<file path="src/rtl/s_a_ctrl.sv">
// Sequencer/arbiter for one shared s_a serial adder: grants one of two requesters,
// pulses the adder load, waits LAT cycles and returns {carry, sum}. Define SA_CTRL_RR_EN for round robin.
module s_a_ctrl #(
    parameter int W   = 4,
    parameter int LAT = 4
) (
    input  logic         clk,
    input  logic         rst,
    input  logic [1:0]   req_valid,
    input  logic [W-1:0] req_a0,
    input  logic [W-1:0] req_b0,
    input  logic [W-1:0] req_a1,
    input  logic [W-1:0] req_b1,
    output logic [1:0]   req_ready,
    output logic         rsp_valid,
    input  logic         rsp_ready,
    output logic         rsp_id,
    output logic [W-1:0] rsp_s,
    output logic         rsp_c,
    output logic         sa_rst,
    output logic [W-1:0] sa_a,
    output logic [W-1:0] sa_b,
    input  logic [W-1:0] sa_s,
    input  logic         sa_c,
    output logic         busy
);

    // state | meaning
    // IDLE  | waiting for a request; grants and latches operands on acceptance
    // LOAD  | one-cycle sa_rst pulse loads the adder
    // RUN   | counting adder latency, capture result at LAT-1
    // DONE  | holding result until rsp_ready
    typedef enum logic [1:0] {IDLE, LOAD, RUN, DONE} state_t;

    localparam logic [3:0] CNT_LAST = 4'(LAT - 1);

    state_t       state, state_nxt;
    logic [3:0]   cnt, cnt_nxt;
    logic [W-1:0] op_a, op_b;
    logic         grant_id;
    logic         accept;
    logic         capture;

`ifdef SA_CTRL_RR_EN
    logic last_grant;

    always_comb begin
        if (req_valid == 2'b11) grant_id = ~last_grant;
        else                    grant_id = ~req_valid[0];
    end
`else
    always_comb grant_id = ~req_valid[0];
`endif

    always_comb begin
        state_nxt = state;
        cnt_nxt   = cnt;
        accept    = 1'b0;
        capture   = 1'b0;
        req_ready = 2'b00;
        sa_rst    = rst;
        case (state)
            IDLE: begin
                // no grant is visible while reset is held, so an aborted cycle never handshakes
                if ((|req_valid) && !rst) begin
                    accept              = 1'b1;
                    req_ready[grant_id] = 1'b1;
                    state_nxt           = LOAD;
                end
            end
            LOAD: begin
                sa_rst    = 1'b1;
                cnt_nxt   = 4'd0;
                state_nxt = RUN;
            end
            RUN: begin
                cnt_nxt = cnt + 4'd1;
                if (cnt == CNT_LAST) begin
                    capture   = 1'b1;
                    state_nxt = DONE;
                end
            end
            DONE: begin
                if (rsp_valid && rsp_ready) state_nxt = IDLE;
            end
            default: state_nxt = IDLE;
        endcase
    end

    always_ff @(posedge clk) begin
        if (rst) begin
            state     <= IDLE;
            cnt       <= 4'd0;
            op_a      <= '0;
            op_b      <= '0;
            rsp_valid <= 1'b0;
            rsp_id    <= 1'b0;
            rsp_s     <= '0;
            rsp_c     <= 1'b0;
`ifdef SA_CTRL_RR_EN
            last_grant <= 1'b1;
`endif
        end else begin
            state <= state_nxt;
            cnt   <= cnt_nxt;
            if (accept) begin
                op_a   <= grant_id ? req_a1 : req_a0;
                op_b   <= grant_id ? req_b1 : req_b0;
                rsp_id <= grant_id;
`ifdef SA_CTRL_RR_EN
                last_grant <= grant_id;
`endif
            end
            if (capture) begin
                rsp_s     <= sa_s;
                rsp_c     <= sa_c;
                rsp_valid <= 1'b1;
            end else if (state == DONE && rsp_ready) begin
                rsp_valid <= 1'b0;
            end
        end
    end

    assign sa_a = op_a;
    assign sa_b = op_b;
    assign busy = (state != IDLE);

endmodule

</file>
<file path="config.mk">
export PLATFORM = sky130hd
export DESIGN_NAME = s_a_ctrl
export DESIGN_NICKNAME = d
export VERILOG_FILES = /design/src/rtl/s_a_ctrl.sv
export SDC_FILE = /design/constraint.sdc
export NUM_CORES = 1
export LEC_CHECK = 0
export BUFFER_PORTS_ARGS = -buffer_cell sky130_fd_sc_hd__clkbuf_2
export CORE_UTILIZATION = 45
export DETAILED_ROUTE_END_ITERATION = 10
export PLACE_DENSITY = 0.78
export SETUP_SLACK_MARGIN = 0.3
export SYNTH_ARGS = -nofsm -noshare
export SYNTH_HDL_FRONTEND = slang
export SYNTH_SLANG_ARGS = --single-unit
</file>
<file path="constraint.sdc">
create_clock -name clk -period 2 [get_ports clk]
set_input_delay 0.4 -clock clk [delete_from_list [all_inputs] [get_ports clk]]
set_output_delay 0.4 -clock clk [all_outputs]
set_load 0.01 [all_outputs]
</file>
==> results.yml, run 1 <==
status:
  status: "completed"
placement:
  port_buffers: 44
  dp_cells: 173
  gp_congestion: 0.782
  hpwl_um: 1560
cts:
  root_buffer: "clkbuf_4"
  cts.sinks: 21
  htree_levels: 1
  cts_buffers: 3
  clk_latency_ns: 0.31
  clockBufferDepth: 2
  clkTransAtPathRegs_ns: 0.12
  tritoncts: "done"
worst_setup_path:
  worstPathArrival_ns: 1.34
  critPathCaptureType: "output port"
  critical_path.max_stage_delay_ns: 0.35
  cpMaxStageDelayCell: "dfxtp_2"
  critPathRequiredTime_ns: 1.60
  start_kind: "register"
  cp_max_fo: 2
  critPathKind: "register to output port"
  crit_chain: "buf_6, ha_1, or2_2, clkbuf_2"
cells_and_area:
  final_core_util: 0.693
  stdcell_count: 186
  syn_to_final_growth_pct: 41.9
  layout-drive-gt1-share: 0.478
  fill_cells: 169
  nets: 191
  antennaDiodeCount: 0
global_routing:
  grt_start_max_net_pins: 18
  grt_pass1_vias: 845
  antenna_found_initial: 0
  grt_overflow: 0
  track_usage: 0.220
  grt_pass1_wl_um: 3910
detailed_routing:
  drt-initial-drc-count: 15
  ant_nets: 0
  dr.pass1.iters: 4
  via_count: 937
  wirelength_um: 2280
  detail_route.wl_per_cell_um: 12.2
  viasPerCell: 5.04
  drc: 0
floorplanning:
  die_y_um: 48.4
  start_util: 0.488
  design.core.area_mm2: 0.00198
  pin_count: 45
  die_x_um: 48.4
  fp-row-count: 16
  dieArea_mm2: 0.00234
run:
  cap_viol_max_count: 0
timing:
  period_share: 0.872
  finClkSkew_ns: 0.00903
  hold_viol: 0
  min_period_ns: 1.74
  grt_setup_unrepaired: "true"
  tns_ns: 0
  slew_headroom: 0.720
  tightest_slew_ns: 0.420
  timing.fmax_mhz: 573
  slew_viol_final: 0
  setup_viol: 0
power:
  finalPower_mw: 1.37
  p_leak_nw: 0.644
  ir_drop_mv: 0.685
  power_density_mw_per_mm2: 998
synthesis:
  syn_nets: 135
  ys_types: 28
  ys_seq_area_frac: 0.435
  syn_inst: 104
  syn_area_per_cell_um2: 9.30
  ys_warn_count: 0
  synthesis.area_um2: 967
  yosys_register_bits: 21
min_path:
  hp-class: "primary input to register"
final timing paths:
path	from	end	cells after the start	slack [ns]
worst max-delay path	state[0]$_SDFFE_PP0P_	sa_rst	4	0.26
worst min-delay path	sa_s[1]	rsp_s[1]$_SDFFE_PP0P_	3	0.31
worst max register to register	cnt[0]$_SDFFE_PP0P_	state[1]$_SDFFE_PP0P_	5	0.28
worst min register to register	cnt[2]$_SDFFE_PP0P_	cnt[2]$_SDFFE_PP0P_	2	0.51
power breakdown:
group          leakage, nW  switching [mW]  internal (mW)
clock network       0.0177           0.135         0.0748
registers            0.173          0.0380          0.487
logic                0.453           0.324          0.312
total                0.644           0.497          0.874
registers in the layout, indices dropped and copies added, names as in the netlist:
name       flops
cnt            4
rsp_s          4
sa_a           4
sa_b           4
state          2
rsp_c          1
rsp_id         1
rsp_valid      1
stage by stage:
stage                     hold WS, ns  setup slack [ns]  instance area [um2]
after floorplan                 0.448             0.312                  967
after global placement          0.469             0.283                 1220
after detailed placement        0.481             0.215                 1220
after CTS                       0.313             0.275                 1360
after global routing            0.327             0.188                 1370
final                           0.313             0.255                 1370
cell type report:
cell class	count	area, um2	share of cell area
multi-input combinational	74	557	0.406
sequential	21	425	0.310
timing repair buffer	56	314	0.229
tap	27	33.8	0.0246
clock buffer	3	22.5	0.0164
inverter	4	15.0	0.0109
clock inverter	1	5.00	0.00365
worst max-delay path, delay by kind of cell (launching register included):
family	cells	cell delay, ns
buf+inv	2	0.24
fa+ha+maj	1	0.19
flops	1	0.35
simple gates	1	0.27
cells in the mapped netlist, drive strengths merged:
cell type	number	area share
a211oi	9	0.070
a21oi	3	0.016
a222oi	1	0.010
a22oi	1	0.0078
and2	1	0.0065
and3	1	0.0065
buf	3	0.017
clkbuf	2	0.0078
dfxtp	21	0.43
ha	5	0.065
inv	4	0.016
mux2	1	0.012
mux2i	14	0.14
nand2	4	0.016
nand2b	1	0.0065
nand3	1	0.0052
nand4b	1	0.0091
nor2	22	0.088
nor3	3	0.021
nor4	1	0.0065
o21ai	2	0.010
o21bai	1	0.0078
or2	1	0.0065
or3b	1	0.012
placed cells by master (no fill, tap or decap):
master and n:
inv_2 3, and2_4 1, nand2_1 4, nor2_2 1
nand3_1 1, inv_1 1, clkinv_2 1, nand2b_1 1
nor3_4 1, a22oi_1 1, a21oi_1 3, ha_4 2
dfxtp_1 17, clkbuf_2 43, o21ai_0 2, ha_1 3
mux2i_1 14, o21bai_1 1, buf_2 1, dfxtp_2 4
buf_6 1, nand4b_1 1, clkbuf_4 3, nor3_1 2
a211oi_1 9, or3b_4 1, buf_4 11, or2_2 1
nor4_4 1, and3_1 1, nor2_1 21, a222oi_1 1
mux2_2 1
routing by layer:
metal | vias up | part of all wire | global-route usage
li1 | 476 | - | -
met1 | 430 | 0.42 | 0.243
met2 | 26 | 0.53 | 0.399
met3 | 5 | 0.038 | 0.0377
met4 | 0 | 0.021 | 0.118
met5 | - | 0 | 0
logic make-up (layout without fill, tap and decap cells):
kind of cell               Yosys count  after routing  synth area share
and+or+nand+nor                     37             37             0.182
DFF                                 21             21             0.435
AOI/OAI and AO/OA                   17             17             0.122
muxes                               15             15             0.157
buffers and inverters                9             64            0.0401
adders and majority gates            5              5            0.0647
repair_timing:
item	in CTS	in global routing
endpoints found under the hold margin	0	0
resized for setup	13	4
setup buffers	9	0
hold buffers	0	0
setup endpoints to repair	5	7
pin swaps	6	3
Note: power is estimated with default switching activity, not from simulation.
==> run 2: changes to the inputs <==
--- a/config.mk
+++ b/config.mk
@@ -6,9 +6,13 @@
 export NUM_CORES = 1
 export LEC_CHECK = 0
 export BUFFER_PORTS_ARGS = -buffer_cell sky130_fd_sc_hd__clkbuf_2
-export CORE_UTILIZATION = 45
+export CELL_PAD_IN_SITES_DETAIL_PLACEMENT = 0
+export CELL_PAD_IN_SITES_GLOBAL_PLACEMENT = 1
+export CORE_ASPECT_RATIO = 1.75
+export CORE_UTILIZATION = 32
 export DETAILED_ROUTE_END_ITERATION = 10
-export PLACE_DENSITY = 0.78
+export HOLD_SLACK_MARGIN = 0.15
+export PLACE_DENSITY_LB_ADDON = 0.1
 export SETUP_SLACK_MARGIN = 0.3
 export SYNTH_ARGS = -nofsm -noshare
 export SYNTH_HDL_FRONTEND = slang
==> run 2 against run 1 <==
Effect of this change:
- the flow now finishes with violations (DRC)
- clock power increased by 38%
- routed wire length rose by 2.2%
- worst setup slack improved by 0.045 ns
- first-iteration DRC count rose to 2.7 times the previous value
- critical endpoint is now state[1]$_SDFFE_PP0P_
==> results.yml, run 2 (synthesis gave the netlist of run 1 again) <==
status:
  status: "complete, but fails checks"
  violations: "DRC"
power:
  p_leak_nw: 0.649
  p_sw_frac: 0.348
  p_comb_frac: 0.430
  p_clk_frac: 0.201
  ir_drop_mv: 0.638
  power_density_mw_per_mm2: 1030
  power.internal_mw: 0.935
  p_switching_mw: 0.500
  pwr-share-seq: 0.369
worst_setup_path:
  worstPathArrival_ns: 1.86
  r2r_cells: 5
  crit_chain: "ha_4, or3b_4, a222oi_1, mux2i_1, nor2_1"
  r2r_slack_ns: 0.30
  r2r_start: "cnt[1]$_SDFFE_PP0P_"
  start_kind: "register"
  critPathCaptureType: "register"
  critical_path.max_stage_delay_ns: 0.43
  cp_max_fo: 3
  critPathTopFamily: "simple AND/OR/NAND/NOR gates"
  critPathKind: "register to register"
  crit_buf_inv: 0
  cpMaxStageDelayCell: "a222oi_1"
  r2r_end: "state[1]$_SDFFE_PP0P_"
  critPathRequiredTime_ns: 2.16
cells_and_area:
  syn_to_final_growth_pct: 43.7
  final_cell_mix: "clkbuf_2, nor2_1, dfxtp_1"
  layout-drive-gt1-share: 0.472
  antennaDiodeCount: 0
  nets: 191
  fill_cells: 296
  final_common_cell: "clkbuf_2"
timing:
  tightest_slew_ns: 0.408
  finClkSkew_ns: 0.00202
  period_share: 0.850
  holdWs_ns: 0.365
  setup_ws_ns: 0.300
  timing.fmax_mhz: 588
  tns_ns: 0
  slew_headroom: 0.728
  grt_setup_unrepaired: "true"
  setup_viol: 0
  slew_viol_final: 0
  hold_viol: 0
  min_period_ns: 1.70
detailed_routing:
  dr.pass1.iters: 7
  drt-initial-drc-count: 40
  drc: 12
  ant_nets: 0
  wirelength_um: 2330
  viasPerCell: 5.05
  via_count: 944
  detail_route.wl_per_cell_um: 12.4
cts:
  htree_levels: 1
  cts_buffers: 3
  clk_latency_ns: 0.26
  root_buffer: "clkbuf_8"
  cts.sinks: 21
  clkTransAtPathRegs_ns: 0.08
  cts_hold_buf: 0
  clockBufferDepth: 2
  tritoncts: "done"
floorplanning:
  pin_count: 45
  dieArea_mm2: 0.00326
  design.core.area_mm2: 0.00290
  die_x_um: 43.6
  start_util: 0.334
  die_y_um: 74.7
  fp-row-count: 26
global_routing:
  grt_overflow: 0
  grt_pass1_vias: 893
  grt_start_max_net_pins: 18
  track_usage: 0.164
  antenna_found_initial: 0
  grt_pass1_wl_um: 3910
min_path:
  hp-class: "primary input to register"
  hold_start: "sa_s[3]"
  min_to: "rsp_s[3]$_SDFFE_PP0P_"
  min_path_cells: 3
placement:
  hpwl_um: 1650
  port_buffers: 44
  dp_slack_ns: 0.221
  gp_congestion: 0.711
run:
  cap_viol_max_count: 0
[run 2: cell count changes in the layout (fill, tap and decap cells not counted), moves of 2 or more]
cell	previous run	this run
clkbuf_8	0	3
dfxtp_2	4	2
dfxtp_4	0	2
clkbuf_4	3	0
[run 2: repair_timing]
item                       4_1_cts  5_1_grt
gates resized for setup         14        5
pin swaps                        6        1
setup endpoints to repair        5       11
setup buffers                    8        1
[run 2: cell type report]
type                            instances  area (um2)  area share
Timing Repair Buffer                   56         314       0.226
Multi-Input combinational cell         74         548       0.394
Inverter                                4        17.5      0.0126
Tap cell                               28        35.0      0.0252
Sequential cell                        21         430       0.310
Clock buffer                            4        45.0      0.0324
[run 2: worst max path at each step]
| stage | startpoint | endpoint | slack (ns) | cells past startpoint |
|---|---|---|---|---|
| 3_5_place_dp | cnt[0]$_SDFFE_PP0P_ | state[1]$_SDFFE_PP0P_ | 0.22 | 5 |
| 2_1_floorplan | cnt[0]$_SDFFE_PP0P_ | state[1]$_SDFFE_PP0P_ | 0.31 | 5 |
| 4_1_cts | cnt[1]$_SDFFE_PP0P_ | state[1]$_SDFFE_PP0P_ | 0.30 | 5 |
| 6_report | cnt[1]$_SDFFE_PP0P_ | state[1]$_SDFFE_PP0P_ | 0.30 | 5 |
| 3_3_place_gp | cnt[0]$_SDFFE_PP0P_ | state[1]$_SDFFE_PP0P_ | 0.28 | 5 |
| 5_1_grt | state[0]$_SDFFE_PP0P_ | req_ready[0] | 0.24 | 6 |
[run 2: power groups by stage]
stage,clock [mW],sequential (mW),combinational [mW]
detailed placement,0,0.533,0.478
floorplan,0,0.549,0.301
CTS,0.300,0.530,0.601
global placement,0,0.531,0.464
finish,0.288,0.529,0.617
global route,0.315,0.540,0.682
[run 2: layer usage]
metal,wire [um],GRT usage
met1,873,0.170
met2,1230,0.299
met3,141,0.0240
met4,78,0.104
met5,0,0
[run 2: stage by stage]
step	instance area [um2]	power [mW]	cells	util
after floorplan	967	0.850	104	-
after global placement	1220	0.994	174	0.422
after detailed placement	1220	1.01	174	0.422
after CTS	1360	1.43	186	0.471
after global routing	1390	1.54	187	0.480
final	1390	1.43	187	0.480
[run 2: worst register-to-register path: stages, from the launching register on]
cell	delay, ns
dfxtp_4	0.37
ha_4	0.13
or3b_4	0.38
a222oi_1	0.43
mux2i_1	0.23
nor2_1	0.05
==> run 3: changes to the inputs <==
--- a/config.mk
+++ b/config.mk
@@ -13,6 +13,7 @@
 export DETAILED_ROUTE_END_ITERATION = 10
 export HOLD_SLACK_MARGIN = 0.15
 export PLACE_DENSITY_LB_ADDON = 0.1
+export RECOVER_POWER = 50
 export SETUP_SLACK_MARGIN = 0.3
 export SYNTH_ARGS = -nofsm -noshare
 export SYNTH_HDL_FRONTEND = slang
==> run 3 against run 2 <==
Effect of this change:
- the run still ends with DRC left
- clock power hardly changed
- utilization is 0.86 points lower
- maximum frequency increased by 0.21%
- routed wire length up 0.30%
- combinational power is 3.6% lower
- non-clock buffer count is the same
- register-to-register slack about the same
- worst setup slack better by 0.0035 ns
- clock-buffer cell count unchanged
- sequential cell count stayed put
- global-route usage stayed put
- critical path type unchanged
- largest cell class unchanged
- largest power group unchanged
==> results.yml, run 3 (synthesis gave the netlist of run 1 again) <==
status:
  status: "complete, but fails checks"
  violations: "DRC"
timing:
  period_share: 0.848
  finClkSkew_ns: 0.00200
  slew_viol_final: 0
  grt_setup_unrepaired: "true"
  tightest_slew_ns: 0.407
  setup_viol: 0
  min_period_ns: 1.70
  hold_viol: 0
  slew_headroom: 0.729
  timing.fmax_mhz: 589
  tns_ns: 0
detailed_routing:
  dr.pass1.iters: 7
  drc: 12
  drt-initial-drc-count: 31
  via_count: 944
  viasPerCell: 5.05
  wirelength_um: 2330
  ant_nets: 0
  detail_route.wl_per_cell_um: 12.5
cts:
  clk_latency_ns: 0.26
  cts_buffers: 3
  clockBufferDepth: 2
  cts.sinks: 21
  tritoncts: "done"
  cts_hold_buf: 0
  clkTransAtPathRegs_ns: 0.08
  htree_levels: 1
  root_buffer: "clkbuf_8"
power:
  ir_drop_mv: 0.608
  power_density_mw_per_mm2: 1030
  p_leak_nw: 0.591
  finalPower_mw: 1.41
placement:
  dp_cells: 174
  place_area_mm2: 0.00122
  port_buffers: 44
  hpwl_um: 1650
  gp_congestion: 0.711
worst_setup_path:
  worstPathArrival_ns: 1.86
  r2r_cells: 5
  critPathCaptureType: "register"
  r2r_start: "cnt[1]$_SDFFE_PP0P_"
  start_kind: "register"
  r2r_slack_ns: 0.30
  critPathRequiredTime_ns: 2.16
  critPathKind: "register to register"
  critical_path.max_stage_delay_ns: 0.43
  cp_max_fo: 3
  crit_chain: "ha_4, or3b_4, a222oi_1, mux2i_1, nor2_1"
  cpMaxStageDelayCell: "a222oi_1"
  r2r_end: "state[1]$_SDFFE_PP0P_"
floorplanning:
  design.core.area_mm2: 0.00290
  fp-row-count: 26
  dieArea_mm2: 0.00326
  die_x_um: 43.6
  start_util: 0.334
  pin_count: 45
  die_y_um: 74.7
cells_and_area:
  stdcell_count: 187
  final_core_util: 0.471
  layout-drive-gt1-share: 0.358
  antennaDiodeCount: 0
  final_common_cell: "clkbuf_2"
  stdcell_area_mm2: 0.00137
  syn_to_final_growth_pct: 41.1
  nets: 191
  final_cell_mix: "clkbuf_2, nor2_1, clkbuf_1, dfxtp_1, mux2i_1"
min_path:
  hold_start: "sa_s[3]"
  hp-class: "primary input to register"
  min_path_cells: 3
  min_to: "rsp_s[3]$_SDFFE_PP0P_"
global_routing:
  grt_pass1_vias: 893
  antenna_found_initial: 0
  grt_overflow: 0
  track_usage: 0.164
  grt_pass1_wl_um: 3910
  grt_start_max_net_pins: 18
run:
  cap_viol_max_count: 0
==> run 3: final cells by class <==
type / count / area [um2]
Multi-Input combinational cell: 74 / 548
Inverter: 4 / 17.5
Clock buffer: 4 / 45.0
Timing Repair Buffer: 56 / 290
Sequential cell: 21 / 429
Tap cell: 28 / 35.0
Fill cell: 309 / 1530
==> run 3: power breakdown <==
part	internal [mW]	total (mW)	switching [mW]	leakage [nW]
registers	0.486	0.527	0.0408	0.173
logic	0.282	0.595	0.313	0.395
clock network	0.142	0.288	0.145	0.0228
total	0.911	1.41	0.499	0.591
==> run 3: metal layers <==
metal,global-route usage,vias up,share of wire
met4,0.104,0,0.034
met3,0.0240,8,0.057
met5,0,-,0
met1,0.170,421,0.38
met2,0.299,39,0.53
li1,-,476,-
==> run 3: timing repair <==
action | 4_1_cts | 5_1_grt
pin swaps | 6 | 1
resized for setup | 14 | 5
setup endpoints to repair | 5 | 11
buffers inserted | 8 | 1
==> run 3: how the worst max path moves through the flow <==
stage / startpoint / to / cells after the start
after CTS: cnt[1]$_SDFFE_PP0P_ / state[1]$_SDFFE_PP0P_ / 5
after floorplan: cnt[0]$_SDFFE_PP0P_ / state[1]$_SDFFE_PP0P_ / 5
after global routing: state[1]$_SDFFE_PP0P_ / rsp_s[1]$_SDFFE_PP0P_ / 6
after detailed placement: cnt[0]$_SDFFE_PP0P_ / state[1]$_SDFFE_PP0P_ / 5
after global placement: cnt[0]$_SDFFE_PP0P_ / state[1]$_SDFFE_PP0P_ / 5
final: cnt[1]$_SDFFE_PP0P_ / state[1]$_SDFFE_PP0P_ / 5
==> run 3: per-stage QoR <==
step                      setup WS (ns)  hold WS, ns
after global placement            0.277        0.465
after global routing              0.226        0.381
after detailed placement          0.221        0.481
final                             0.303        0.365
after floorplan                   0.312        0.448
after CTS                         0.297        0.364
==> run 3: worst max-delay path: cells and delay by family (launching register included) <==
family | cells | cell delay, ns
adder cells (fa/ha/maj) | 1 | 0.13
flip-flops | 1 | 0.37
AND/OR/NAND/NOR | 2 | 0.43
multiplexers | 1 | 0.23
AO/OA/AOI/OAI | 1 | 0.43
